`config.mk`:
```
export PLATFORM = sky130hd
export DESIGN_NAME = pwm_dac
export DESIGN_NICKNAME = d
export VERILOG_FILES = /design/src/rtl/pwm_dac.sv
export SDC_FILE = /design/constraint.sdc
export NUM_CORES = 1
export LEC_CHECK = 0
export BUFFER_PORTS_ARGS = -buffer_cell sky130_fd_sc_hd__buf_2
export CAP_MARGIN = 20
export CORE_ASPECT_RATIO = 0.5
export CORE_MARGIN = 2
export CORE_UTILIZATION = 50
export DETAILED_ROUTE_END_ITERATION = 7
export PLACE_DENSITY = 0.64
export SYNTH_ARGS = -nofsm -noshare
export SYNTH_HDL_FRONTEND = slang
export SYNTH_SLANG_ARGS = --single-unit
```
`constraint.sdc`:
```
create_clock -name clk -period 2.5 [get_ports clk]
set_input_delay 0.5 -clock clk [delete_from_list [all_inputs] [get_ports clk]]
set_output_delay 0.5 -clock clk [all_outputs]
set_load 0.05 [all_outputs]
```
`src/rtl/pwm_dac.sv`:
```
// pwm_dac: PWM DAC output stage. Scales an 8-bit NCO sample by an 8-bit gain,
// latches the result as the duty cycle once per PWM period and drives a
// complementary high-side / low-side pair from a free-running period counter.
//
// Parameters:
//   PERIOD_MAX - last counter value; one PWM period is PERIOD_MAX+1 clocks
//   DEADBAND   - dead-time length in clocks (PWM_DEADBAND_EN builds only)
//
// Ports:
//   clk             - single clock, rising edge
//   rst_n           - asynchronous active-low reset
//   sys_en          - run enable
//   sample_i        - unsigned waveform sample from the upstream NCO
//   gain_i          - unsigned amplitude scale
//   pwm_hi_o        - high-side drive (registered)
//   pwm_lo_o        - low-side drive (registered)
//   period_strobe_o - one-cycle pulse on the last count of each period;
//                     also serves as the sample request to the NCO
//
// Build option:
//   PWM_DEADBAND_EN - when defined, inserts DEADBAND clocks of dead time
//                     (both outputs low) after every raw PWM edge.
module pwm_dac #(
  parameter int PERIOD_MAX = 254,
  parameter int DEADBAND   = 4
) (
  input  logic       clk,
  input  logic       rst_n,
  input  logic       sys_en,
  input  logic [7:0] sample_i,
  input  logic [7:0] gain_i,
  output logic       pwm_hi_o,
  output logic       pwm_lo_o,
  output logic       period_strobe_o
);

  localparam int CW   = (PERIOD_MAX > 1) ? $clog2(PERIOD_MAX + 1) : 1;
  // Compare width wide enough for both the counter and the 8-bit duty value.
  localparam int CMPW = (CW > 8) ? CW : 8;
  localparam logic [CW-1:0] COUNT_LAST = CW'(PERIOD_MAX);

  localparam logic [1:0] IDLE = 2'd0;
  localparam logic [1:0] RUN  = 2'd1;
  localparam logic [1:0] STOP = 2'd2;

  // A negative dead time has no meaning; this empty block only marks it.
  if (DEADBAND < 0) begin : g_deadband_negative
  end

  logic [1:0]    state;
  logic [1:0]    state_next;
  logic [CW-1:0] count;
  logic [7:0]    duty_q;
  logic [7:0]    scaled;
  logic          active;
  logic          period_end;
  logic          go_idle;
  logic          drive_en;
  logic          raw;
  logic          hi_next;
  logic          lo_next;

  // High byte of the 16-bit product, truncated.
  assign scaled = 8'(({8'd0, sample_i} * {8'd0, gain_i}) >> 8);

  assign active     = (state != IDLE);
  assign period_end = active && (count == COUNT_LAST);
  // A stopped generator leaves only at the end of a full period.
  assign go_idle    = (state == STOP) && !sys_en && period_end;
  // Output register is cleared on the edge that enters IDLE so the first
  // IDLE cycle already shows both drives low.
  assign drive_en   = active && !go_idle;
  assign raw        = CMPW'(count) < CMPW'(duty_q);

  assign period_strobe_o = period_end;

  always_comb begin
    state_next = state;
    case (state)
      IDLE:    if (sys_en) state_next = RUN;
      RUN:     if (!sys_en) state_next = STOP;
      STOP: begin
        if (sys_en)          state_next = RUN;
        else if (period_end) state_next = IDLE;
      end
      default: state_next = IDLE;
    endcase
  end

  // State, period counter and duty latch. The duty value is sampled either on
  // the IDLE->RUN edge or on the last count of a period, never mid-period.
  always_ff @(posedge clk or negedge rst_n) begin
    if (!rst_n) begin
      state  <= IDLE;
      count  <= '0;
      duty_q <= '0;
    end else begin
      state <= state_next;
      if (!active || period_end) count <= '0;
      else                       count <= count + 1'b1;
      if ((state == IDLE && sys_en) || period_end) duty_q <= scaled;
    end
  end

`ifdef PWM_DEADBAND_EN
  localparam int DW = (DEADBAND > 0) ? $clog2(DEADBAND + 1) : 1;

  logic [DW-1:0] dead_q;
  logic [DW-1:0] dead_next;
  logic          raw_q;

  // Any raw edge (re)loads the dead counter; outputs stay low until the
  // counter would be zero in the cycle they are presented.
  always_comb begin
    dead_next = '0;
    if (active) begin
      if (raw != raw_q)     dead_next = DW'(DEADBAND);
      else if (dead_q != 0) dead_next = dead_q - 1'b1;
    end
    hi_next = drive_en && raw && (dead_next == 0);
    lo_next = drive_en && !raw && (dead_next == 0);
  end

  // Dead-time tracking state; cleared whenever the generator is idle.
  always_ff @(posedge clk or negedge rst_n) begin
    if (!rst_n) begin
      dead_q <= '0;
      raw_q  <= 1'b0;
    end else begin
      dead_q <= dead_next;
      raw_q  <= active ? raw : 1'b0;
    end
  end
`else
  always_comb begin
    hi_next = drive_en && raw;
    lo_next = drive_en && !raw;
  end
`endif

  // Registered drive pair, one clock behind raw PWM.
  always_ff @(posedge clk or negedge rst_n) begin
    if (!rst_n) begin
      pwm_hi_o <= 1'b0;
      pwm_lo_o <= 1'b0;
    end else begin
      pwm_hi_o <= hi_next;
      pwm_lo_o <= lo_next;
    end
  end

endmodule

```
==> flow_summary.ini <==
[status]
status = finished with violations
violations = negative setup slack

[place]
numPortBuffers = 21
place.gp.congestion = 0.856
dp_slack_ps = -1710
placed_cell_area_um2 = 3670
place.detailed.hpwl_mm = 5.47

[yosys]
synth_area_um2 = 3020
synth-async-reset-ratio = 1.00
seq_area_frac_synth = 0.166
synth_ff_type = dfrtp_1
ys_types = 41
yosys_warnings = 0
synth-edff-count = 0
yosys.area.top_type_share = 0.232
synth_cells = 315
yosysTopAreaCell = fa_1
synth_nets = 411
syn_avg_cell_area_um2 = 9.58
ys_ff_latch = 20
synth_area_leaders = fa_1 (23%), ha_1 (17%), dfrtp_1 (17%)

[sta]
setup_slack_ps = -1360
tns_ps = -10240
tightest_slew_ps = 486
rsz0062_at_grt = true
hold_viol_final = 0
setup_viol = 8
fmax_mhz = 259
fin_crit_ps = 3860
slew_violations = 0
hold_slack_ps = 183
fin_worst_skew_ps = 1.74
fin_crit_sh = 1.54
max_slew_margin = 0.674

[die]
core_um2 = 5660
start_util = 0.533
io_pins = 22
rows = 19
die_x_um = 114
dieArea_um2 = 6710
dieHeight_um = 58.9

[drt]
wl_per_cell_um = 14.5
drc = 0
ant_nets = 0
dr.pass1.iters = 4
drtIter0Drc = 57
viasPerCell = 5.17
drt-total-wl_mm = 6.69
via_count = 2387

[setup_path]
reg2reg_slack_ps = 660
path_buf_inv = 4
worstPathArrival_ps = 3980
reg2reg_depth = 6
start_kind = primary input
path_class = primary input to register
cp.required_ps = 2620
crit_top_cell = fa_1
cp_max_fo = 4
worst_path_largest_cell_delay_ps = 520
cp-end-kind = register
r2r_end = pwm_hi_o$_DFF_PN0_
worstReg2RegStart = count[4]$_DFF_PN0_
timing.critical_path.max_delay_family = adder cells
path_cells = buf_12 -> buf_6 -> and2_4 -> fa_1 -> fa_1 -> fa_1 -> inv_1 -> fa_2 -> inv_2 -> ha_4 -> nand3_4 -> a211oi_4 -> a2111oi_4 -> xor2_1 -> mux2i_1
crit_slowest_cell = fa_2

[global_routing]
met1_usage = 0.283
grt_pass1_wl_mm = 11.5
grt-busiest-layer = met2
met3_usage = 0.0196
antenna_found_initial = 0
grt_use_total = 0.216
grt_pass1_vias = 2558
use_met2 = 0.396
grt_max_degree = 21
grt-ovfl-total = 0

[pwr]
irDropWorstVdd_mv = 0.380
power_density_nw_per_um2 = 781
p_leak_uw = 0.00198

[cts]
cts.reportedPaths.clkPinSlew_ps = 50
htree_levels = 1
cts_tree = done
cts_buffer_depth = 2
clock_sinks = 20
clk_root_buffer_cell = clkbuf_16
cts_hold_buf = 0
insertion_delay_ps = 250
cts_buffers = 3

[final_layout]
area_growth_pct = 34.4
drive_gt1_frac = 0.339
fin_nets = 487
fin_util = 0.716
final_area_um2 = 4050
antenna_cells = 0

[run]
maxCapViolCount = 0

[worst_hold_path]
hold_path_class = primary input to asynchronous set/reset pin
==> cell families (layout without fill, tap and decap cells) <==
group                      Yosys count  in the layout  synth area share
DFF                                 20             20             0.166
AOI/OAI and AO/OA                   45             45             0.117
xor gates and xnor gates            13             13            0.0377
adders and majority gates           77             77             0.406
muxes                                4              4            0.0137
buffers and inverters               47            121            0.0610
and+or+nand+nor                    109            109             0.198
==> worst max-delay path by stage <==
stage	startpoint	to	slack, ps	cells after the start
floorplan	gain_i[2]	duty_q[6]$_DFFE_PN0P_	-1330	13
global placement	sample_i[2]	duty_q[6]$_DFFE_PN0P_	-1670	13
detailed placement	gain_i[5]	duty_q[6]$_DFFE_PN0P_	-1710	15
CTS	gain_i[2]	duty_q[6]$_DFFE_PN0P_	-1410	14
global route	sample_i[4]	duty_q[6]$_DFFE_PN0P_	-1470	12
finish	gain_i[5]	duty_q[6]$_DFFE_PN0P_	-1360	15
==> synthesized netlist by cell type (all sizes together) (2+ instances only) <==
library cell	count
a21boi	2
nor2	17
nor2b	2
a21oi	16
a2111oi	2
xnor2	5
nand2b	2
dfrtp	20
mux2i	3
ha	42
fa	35
nand2	23
xor2	8
o21ai	7
nand3	6
o211ai	3
o21a	2
and2	49
nand4	5
a211oi	5
a21o	3
inv	46
==> where the power goes <==
| part | total, µW | internal (µW) | switching [µW] | leakage (µW) |
|---|---|---|---|---|
| sequential | 450 | 402 | 47.5 | 0.000253 |
| combinational | 2390 | 1190 | 1210 | 0.00169 |
| clock | 323 | 211 | 112 | 0.0000370 |
==> cell type report <==
| cell class | instances | area [µm²] |
|---|---|---|
| clock buffers | 3 | 75.1 |
| fillers | 423 | 1600 |
| inverters | 46 | 173 |
| multi-input cells | 248 | 2620 |
| flip-flops and latches | 20 | 500 |
| well taps | 73 | 91.3 |
| repair buffers | 72 | 597 |
==> registers in the layout, indices dropped and copies added, names as in the netlist <==
register,cells
state,2
duty_q,8
count,8
pwm_lo_o,1
pwm_hi_o,1
==> routing by layer <==
layer  vias to the layer above  part of all wire
met5                         -                 0
met4                         0             0.017
met3                        11             0.034
met2                        48              0.47
met1                      1146              0.47
li1                       1182                 -
==> per-stage QoR <==
stage	std cells	power [µW]
floorplan	315	1930
global placement	448	2460
detailed placement	448	2510
CTS	458	3040
global route	462	3440
finish	462	3160
==> timing repair <==
action	CTS	global route
pin swaps	29	23
buffers inserted	7	4
resized for setup	50	10
endpoints found under the setup margin	8	8
==> placed cells by master, fill, tap and decap left out, types with 6 or more instances in the layout <==
master,n
dfrtp_1,20
buf_2,10
and2_4,9
and2_1,40
inv_1,41
xor2_1,8
a21oi_1,8
ha_4,6
nand2_1,16
ha_1,35
fa_1,30
buf_6,9
buf_4,48
nor2_1,17
==> worst reg2reg max path: stages (launching register included) <==
cell      delay (ps)
dfrtp_1          440
ha_1             350
a21o_1           190
a21o_1           190
a211oi_1         260
o21a_1           200
o22a_1           160
Note: power is estimated with default switching activity, not from simulation.
